### config.mk
export PLATFORM = sky130hd
export DESIGN_NAME = ps_pad_responder
export DESIGN_NICKNAME = d
export VERILOG_FILES = /design/src/rtl/ps_pad_responder.sv
export SDC_FILE = /design/constraint.sdc
export NUM_CORES = 1
export LEC_CHECK = 0
export BUFFER_PORTS_ARGS = -buffer_cell sky130_fd_sc_hd__buf_2
export CAP_MARGIN = 10
export CORE_AREA = 2 2 89 91
export DETAILED_ROUTE_END_ITERATION = 8
export DIE_AREA = 0 0 91 93
export PLACE_DENSITY = 0.71
export SLEW_MARGIN = 0
export SYNTH_ARGS = -nofsm -noshare
export SYNTH_HDL_FRONTEND = slang
export SYNTH_SLANG_ARGS = --single-unit
export TNS_END_PERCENT = 30
### constraint.sdc
create_clock -name clk -period 2.6 [get_ports clk]
set_input_delay 0.52 -clock clk [delete_from_list [all_inputs] [get_ports clk]]
set_output_delay 0.52 -clock clk [all_outputs]
set_load 0.05 [all_outputs]
### src/rtl/ps_pad_responder.sv
// ps_pad_responder: device side of the DUALSHOCK pad link. Answers the
// 5-byte digital poll (01 42 xx vs vl) with ID 41, 5A and the latched
// buttons, and captures the two vibration bytes. All link inputs are
// oversampled on clk through a synchronizer chain.
module ps_pad_responder #(
    parameter int SYNC_STAGES = 2,
    parameter int ACK_DELAY   = 32,
    parameter int ACK_WIDTH   = 24
) (
    input  logic        clk,
    input  logic        n_reset,
    input  logic        sclk,
    input  logic        n_sel,
    input  logic        cmd,
    output logic        dat,
    output logic        n_ack,
    input  logic [15:0] buttons,
    output logic [7:0]  vib_small,
    output logic [7:0]  vib_large,
    output logic        poll_done
);

    localparam logic [1:0] S_IDLE   = 2'd0;
    localparam logic [1:0] S_XFER   = 2'd1;
    localparam logic [1:0] S_IGNORE = 2'd2;
    localparam logic [1:0] S_DONE   = 2'd3;

    localparam logic [1:0] A_OFF  = 2'd0;
    localparam logic [1:0] A_WAIT = 2'd1;
    localparam logic [1:0] A_LOW  = 2'd2;

    localparam int ACK_MAX = (ACK_DELAY > ACK_WIDTH) ? ACK_DELAY : ACK_WIDTH;
    localparam int CW      = $clog2(ACK_MAX + 1);

    logic [SYNC_STAGES-1:0] sclk_sq, nsel_sq, cmd_sq;
    logic sclk_pq, nsel_pq;
    logic sclk_s, nsel_s, cmd_s;
    logic sclk_fall, sclk_rise, nsel_fall, nsel_rise;

    logic [1:0]    state_q, state_d;
    logic [2:0]    bit_cnt_q, bit_cnt_d;
    logic [2:0]    byte_idx_q, byte_idx_d;
    logic [7:0]    tx_q, tx_d, rx_q, rx_d, hold_q, hold_d;
    logic [15:0]   latch_q, latch_d;
    logic          dat_q, dat_d, nack_q, nack_d, pd_q, pd_d;
    logic [7:0]    vs_q, vs_d, vl_q, vl_d;
    logic [1:0]    ack_st_q, ack_st_d;
    logic [CW-1:0] ack_cnt_q, ack_cnt_d;

    logic [7:0] rx_full, tx_next;
    logic       pass;

    assign sclk_s    = sclk_sq[SYNC_STAGES-1];
    assign nsel_s    = nsel_sq[SYNC_STAGES-1];
    assign cmd_s     = cmd_sq[SYNC_STAGES-1];
    assign sclk_fall = sclk_pq & ~sclk_s;
    assign sclk_rise = ~sclk_pq & sclk_s;
    // n_sel chain resets low so a select held low through reset is not
    // mistaken for a fresh falling edge after release.
    assign nsel_fall = nsel_pq & ~nsel_s;
    assign nsel_rise = ~nsel_pq & nsel_s;

    // Synchronizer chains plus one previous-value flop for edge detection.
    always_ff @(posedge clk or negedge n_reset) begin
        if (!n_reset) begin
            sclk_sq <= '1;
            nsel_sq <= '0;
            cmd_sq  <= '1;
            sclk_pq <= 1'b1;
            nsel_pq <= 1'b0;
        end else begin
            sclk_sq <= (sclk_sq << 1) | SYNC_STAGES'(sclk);
            nsel_sq <= (nsel_sq << 1) | SYNC_STAGES'(n_sel);
            cmd_sq  <= (cmd_sq << 1)  | SYNC_STAGES'(cmd);
            sclk_pq <= sclk_s;
            nsel_pq <= nsel_s;
        end
    end

    // Protocol FSM, byte evaluation and ack timer next-state logic.
    always_comb begin
        state_d    = state_q;
        bit_cnt_d  = bit_cnt_q;
        byte_idx_d = byte_idx_q;
        tx_d       = tx_q;
        rx_d       = rx_q;
        hold_d     = hold_q;
        latch_d    = latch_q;
        dat_d      = dat_q;
        nack_d     = nack_q;
        pd_d       = 1'b0;
        vs_d       = vs_q;
        vl_d       = vl_q;
        ack_st_d   = ack_st_q;
        ack_cnt_d  = ack_cnt_q;
        rx_full    = {cmd_s, rx_q[6:0]};
        tx_next    = 8'hFF;
        pass       = 1'b1;

        case (ack_st_q)
            A_WAIT: begin
                if (ack_cnt_q == '0) begin
                    ack_st_d  = A_LOW;
                    ack_cnt_d = CW'(ACK_WIDTH - 1);
                    nack_d    = 1'b0;
                end else begin
                    ack_cnt_d = ack_cnt_q - 1'b1;
                end
            end
            A_LOW: begin
                if (ack_cnt_q == '0) begin
                    ack_st_d = A_OFF;
                    nack_d   = 1'b1;
                end else begin
                    ack_cnt_d = ack_cnt_q - 1'b1;
                end
            end
            default: ;
        endcase
        // Host already clocking the next byte: drop any pending/active ack.
        if (sclk_fall && ack_st_q != A_OFF) begin
            ack_st_d = A_OFF;
            nack_d   = 1'b1;
        end

        if (nsel_rise) begin
            state_d    = S_IDLE;
            dat_d      = 1'b1;
            nack_d     = 1'b1;
            ack_st_d   = A_OFF;
            bit_cnt_d  = '0;
            byte_idx_d = '0;
        end else begin
            case (state_q)
                S_IDLE: begin
                    dat_d    = 1'b1;
                    nack_d   = 1'b1;
                    ack_st_d = A_OFF;
                    if (nsel_fall) begin
                        byte_idx_d = '0;
                        bit_cnt_d  = '0;
                        tx_d       = 8'hFF;
                        dat_d      = 1'b1;
                        state_d    = S_XFER;
                    end
                end
                S_XFER: begin
                    if (sclk_fall) begin
                        if (bit_cnt_q != '0) dat_d = tx_q[bit_cnt_q];
                    end else if (sclk_rise) begin
                        rx_d[bit_cnt_q] = cmd_s;
                        bit_cnt_d       = bit_cnt_q + 1'b1;
                        if (bit_cnt_q == 3'd7) begin
                            case (byte_idx_q)
                                3'd0: if (rx_full != 8'h01) pass = 1'b0;
                                      else tx_next = 8'h41;
                                3'd1: if (rx_full != 8'h42) pass = 1'b0;
                                      else begin
                                          latch_d = buttons;
                                          tx_next = 8'h5A;
                                      end
                                3'd2: tx_next = latch_q[7:0];
                                3'd3: begin
                                    hold_d  = rx_full;
                                    tx_next = latch_q[15:8];
                                end
                                3'd4: begin
                                    vs_d = hold_q;
                                    vl_d = rx_full;
                                    pd_d = 1'b1;
                                end
                                default: pass = 1'b0;
                            endcase
                            if (!pass || byte_idx_q == 3'd4) begin
                                state_d  = pass ? S_DONE : S_IGNORE;
                                dat_d    = 1'b1;
                                nack_d   = 1'b1;
                                ack_st_d = A_OFF;
                            end else begin
                                tx_d       = tx_next;
                                dat_d      = tx_next[0];
                                byte_idx_d = byte_idx_q + 1'b1;
                                ack_st_d   = A_WAIT;
                                ack_cnt_d  = CW'(ACK_DELAY - 1);
                                nack_d     = 1'b1;
                            end
                        end
                    end
                end
                default: begin
                    dat_d    = 1'b1;
                    nack_d   = 1'b1;
                    ack_st_d = A_OFF;
                end
            endcase
        end
    end

    // State and output registers.
    always_ff @(posedge clk or negedge n_reset) begin
        if (!n_reset) begin
            state_q    <= S_IDLE;
            bit_cnt_q  <= '0;
            byte_idx_q <= '0;
            tx_q       <= 8'hFF;
            rx_q       <= '0;
            hold_q     <= '0;
            latch_q    <= 16'hFFFF;
            dat_q      <= 1'b1;
            nack_q     <= 1'b1;
            pd_q       <= 1'b0;
            vs_q       <= '0;
            vl_q       <= '0;
            ack_st_q   <= A_OFF;
            ack_cnt_q  <= '0;
        end else begin
            state_q    <= state_d;
            bit_cnt_q  <= bit_cnt_d;
            byte_idx_q <= byte_idx_d;
            tx_q       <= tx_d;
            rx_q       <= rx_d;
            hold_q     <= hold_d;
            latch_q    <= latch_d;
            dat_q      <= dat_d;
            nack_q     <= nack_d;
            pd_q       <= pd_d;
            vs_q       <= vs_d;
            vl_q       <= vl_d;
            ack_st_q   <= ack_st_d;
            ack_cnt_q  <= ack_cnt_d;
        end
    end

    assign dat       = dat_q;
    assign n_ack     = nack_q;
    assign poll_done = pd_q;
    assign vib_small = vs_q;
    assign vib_large = vl_q;

endmodule
# Word level (Yosys, flattened, before mapping)
# Index checks and enable logic that the tools add are counted.
# word_totals
regBits,83
out_inout_bits,19
elab_cells,165
# classes
add_sub_neg,3
n_lt_le_gt_ge,2
eq_ne,24
muxes,82
bitwise_logic,14
reduce_logical,21
# op_table
operator,count
$mux W8,7
$mux W6,8
$mux W1,32
$pmux W8 S4,1
$mux W2,14
$mux W3,9
$reduce_and A6 Y1,4
$ne A3 B3 Y1 const B,6
$pmux W8 S2,1
$reduce_and A7 Y1,2
$ne A4 B4 Y1 const B,3
$pmux W3 S2,2
$pmux W6 S2,1
$ne A2 B2 Y1 const B,5
$bwmux W8,1
$ne A8 B1 Y1 const B,1
$ne A8 B7 Y1 const B,1
$pmux W2 S2,2
$reduce_and A4 Y1,2
$not A1 Y1,7
$add A3 B1 Y3 const B,2
$eq A3 B2 Y1 const B,2
$eq A3 B3 Y1 const B,2
$logic_not A6 Y1,1
21 further kinds,30

# Depth between registers and ports, before layout
# logic_depth
depth_word,16
ltp_mapped,9
ltp_nobuf,9

# Worst setup path after synthesis
# Ideal clock, no wire load.
# synth_timing
kind,reg-to-reg
from,register sclk_sq[1]
to,register rx_q[6]
arrival_ns,2.122
required_time_ns,2.475
slack_ns,0.353
path_stages_with_launch,8
synth_period_minus_slack_ns,2.247
path_cell_list,dfstp_2 -> inv_1 -> ha_1 -> nor2b_1 -> o311ai_2 -> nor3_1 -> and3_1 -> mux2_2
# synth_via
elab_chain_cells,4
word_cells_on_any_way,5
classes_between,bitwise (4); reduce/logical (1)
# synth_rtl
element,line,rtl
"start, declared",35,"logic [SYNC_STAGES-1:0] sclk_sq, nsel_sq, cmd_sq;"
"start signal, assigned",72,sclk_sq <= (sclk_sq << 1) | SYNC_STAGES'(sclk);
$not A1 Y1,56,assign sclk_fall = sclk_pq & ~sclk_s;
$and A1 B1 Y1,56,
$not A1 Y1 (no source line),--,
$reduce_and A4 Y1 (no source line) (*),--,
"end signal, assigned",221,rx_q <= rx_d;
"end, declared",43,"logic [7:0] tx_q, tx_d, rx_q, rx_d, hold_q, hold_d;"
# Every way passes the cells marked *; elsewhere a longest branch is shown, timed or not.
# A chain may end at the register's enable or synchronous reset.

# Worst setup path in the final report
# Ends and elaborated chain as after synthesis.

==> flow_summary.ini <==
[run_status]
outcome = finished, final reports clean

[cts]
cts_root_buffer = clkbuf_8
cts_post_setup_buffers_inserted = 0
path_clk_slew_ps = 80
htreeDepth = 3
numCtsBuffers = 9
cts.repair.resized = 0
worstSkewPairLatency_ps = 340
clock-sinks = 82
cts_hold_buffers = 0
cts_tree = built
clk_path_buf_depth = 2

[detailed_routing]
vias = 2605
drt_iter0_drc = 190
post_drt_wl_per_cell_um = 14.9
routed_wl_um = 7000
drc_errors = 0
via_per_inst = 5.54
firstDrtPassIters = 4
postRouteAntennaNets = 0

[finish]
fillers = 695
final_util_pct = 57.8
drive_above_1_share_pct = 40.5
syn_to_final_growth_pct = 13.4
final_nets = 401
multi_input_area_um2 = 1630
regArea_um2 = 2090
n_antenna_cell = 0

[timing]
rsz0062_at_grt = no
worst_clock_skew_ps = 9.02
fin_crit_ps = 2410
worstMarginPinSlew_ps = 575
fin_tns_setup_ps = 0
finalHoldViolCount = 0
period_share_pct = 92.8
setup_viol = 0
slew_headroom_pct = 61.7
max_clock_freq_mhz = 415
drv_slew = 0

[synthesis]
syn_avg_cell_area_um2 = 12.2
synth_area_leaders = dfrtp_1 (33%), dfstp_2 (21%), mux2_2 (14%)
synthesis.nets = 353
synth_cell_types = 53
yosysMostFrequentCell = dfrtp_1
synth-async-reset-ratio_pct = 100
synth_top_cell_area_share_pct = 33.3
ys_seq_area_share_pct = 54.5
synth-main-ff-cell = dfrtp_1
synthCells = 315
synth_edf_count = 0
syn_area_um2 = 3840
synth_top_cell_by_area = dfrtp_1
ys_seq_elements = 82
yosys_warnings = 0
synth_top_cells_by_count = dfrtp_1 (51), mux2_2 (47), dfstp_2 (31)

[floorplanning]
rows = 32
start_util_pct = 51.0
dieArea_um2 = 8460
die_x_um = 91
coreArea_um2 = 7530
pin_count = 40
fp.dieH_um = 93

[place]
io_buffers = 39
gp_congestion = 0.877
hpwl_um = 4990

[setup_path]
max_stage_delay_ps = 550
reg2reg_to = rx_q[6]
cp_top_family = simple AND/OR/NAND/NOR gates
worstPathArrival_ps = 2640
path_buf_inv = 1
cp.required_ps = 2830
start_kind = flop
cpMaxStageDelayCell = dfstp_2
crit_fanout = 7
r2r_setup_slack_ps = 190
timing.rr.start = sclk_sq[1]
end_kind = flop
path_class = reg2reg
rr_worst_depth = 7
crit_path_start = sclk_sq[1]
cp_cell_sequence = inv_1 > ha_1 > nor2b_1 > o311ai_2 > nor3_1 > and3_1 > mux2_2

[flow_run]
max-cap-violations = 0

[pwr]
combPwrFrac_pct = 18.2
pwr-share-seq_pct = 54.3
switching_share_pct = 29.3
p_sw_mw = 0.873
vdd_drop_max_mv = 0.491
p_leak_nw = 2.07
power.density_nw_per_um2 = 683
p_int_mw = 2.10
power_frac_clock_pct = 27.5

[global_route]
antenna_found_initial = 0
gr-usage-all-layers_pct = 17.8
grt_pass1_vias = 2561
grt_max_degree = 47
grt-ovfl-total = 0
grt_first_pass_wirelength_um = 12100

[hold_path]
hp-class = in2async
## worst reg2reg max path, stage by stage (launching register included)
cell and delay [ps]:
dfstp_2 550, inv_1 40, ha_1 270, nor2b_1 320, o311ai_2 130, nor3_1 410
and3_1 250, mux2_2 330
## layer usage
metal	routed length, um	up-vias	GRT usage, %
met4	33	0	4.80
met2	3350	59	28.3
met3	296	4	4.43
li1	-	1219	-
met5	0	-	0
met1	3320	1323	24.8
## cell usage in the layout, fill, tap and decap left out, drive strengths merged, types with 9 or more instances in the layout
| cell | synthesis | final |
|---|---|---|
| dfrtp | 51 | 51 |
| mux2 | 48 | 48 |
| buf | 5 | 46 |
| dfstp | 31 | 31 |
| nor2 | 22 | 22 |
| inv | 19 | 19 |
| nand2 | 19 | 19 |
| ha | 17 | 17 |
| o21ai | 16 | 16 |
| clkbuf | 4 | 12 |
| a21oi | 9 | 9 |
## state kept, by name, indices dropped and copies added, names as in the netlist
name / flops
latch_q: 16
hold_q: 8
tx_q: 8
vib_large: 8
vib_small: 8
rx_q: 7
ack_cnt_q: 6
bit_cnt_q: 3
byte_idx_q: 3
ack_st_q: 2
cmd_sq: 2
nsel_sq: 2
sclk_sq: 2
state_q: 2
dat: 1
n_ack: 1
nsel_pq: 1
poll_done: 1
sclk_pq: 1
## worst max path at each step
| stage | end | slack [ps] | depth (start not counted) |
|---|---|---|---|
| 6_report | rx_q[6] | 190 | 7 |
| 5_1_grt | rx_q[6] | 60 | 7 |
| 4_1_cts | rx_q[6] | 220 | 7 |
| 3_5_place_dp | rx_q[6] | 240 | 7 |
| 3_3_place_gp | rx_q[6] | 350 | 7 |
| 2_1_floorplan | rx_q[6] | 350 | 7 |
## cell families (layout without fill, tap and decap cells)
family / after synthesis / in the layout / synth area share (%)
mux: 50 / 50 / 15.4
xor+xnor: 3 / 3 / 0.685
compound gates: 54 / 54 / 9.62
flops: 82 / 82 / 54.5
simple gates: 81 / 81 / 11.2
buf+inv: 28 / 81 / 3.16
fa+ha+maj: 17 / 17 / 5.54
## stage by stage
step / cells / hold slack [ps] / worst slack (ps) / power [mW] / cell area [um2]
final: 470 / 157 / 188 / 2.97 / 4350
after CTS: 470 / 188 / 221 / 3.00 / 4350
after floorplan: 315 / 224 / 353 / 1.99 / 3840
after global placement: 454 / 342 / 353 / 2.15 / 4180
after global routing: 470 / 201 / 58.0 / 3.15 / 4350
after detailed placement: 454 / 338 / 242 / 2.17 / 4180
## power groups by stage
stage,Sequential [mW],Clock [mW],Combinational [mW]
final,1.62,0.817,0.541
after global routing,1.65,0.896,0.603
after CTS,1.62,0.842,0.538
after detailed placement,1.64,0,0.534
after global placement,1.63,0,0.521
after floorplan,1.57,0,0.424
## layout make-up
| class | instances | share of cell area, % |
|---|---|---|
| inverter | 19 | 1.64 |
| sequential | 82 | 48.0 |
| clock inverter | 4 | 0.661 |
| clock buffer | 12 | 3.34 |
| multi-input combinational | 205 | 37.3 |
| timing repair buffer | 46 | 6.04 |
| tap | 102 | 2.93 |
Note: power is estimated with default switching activity, not from simulation.
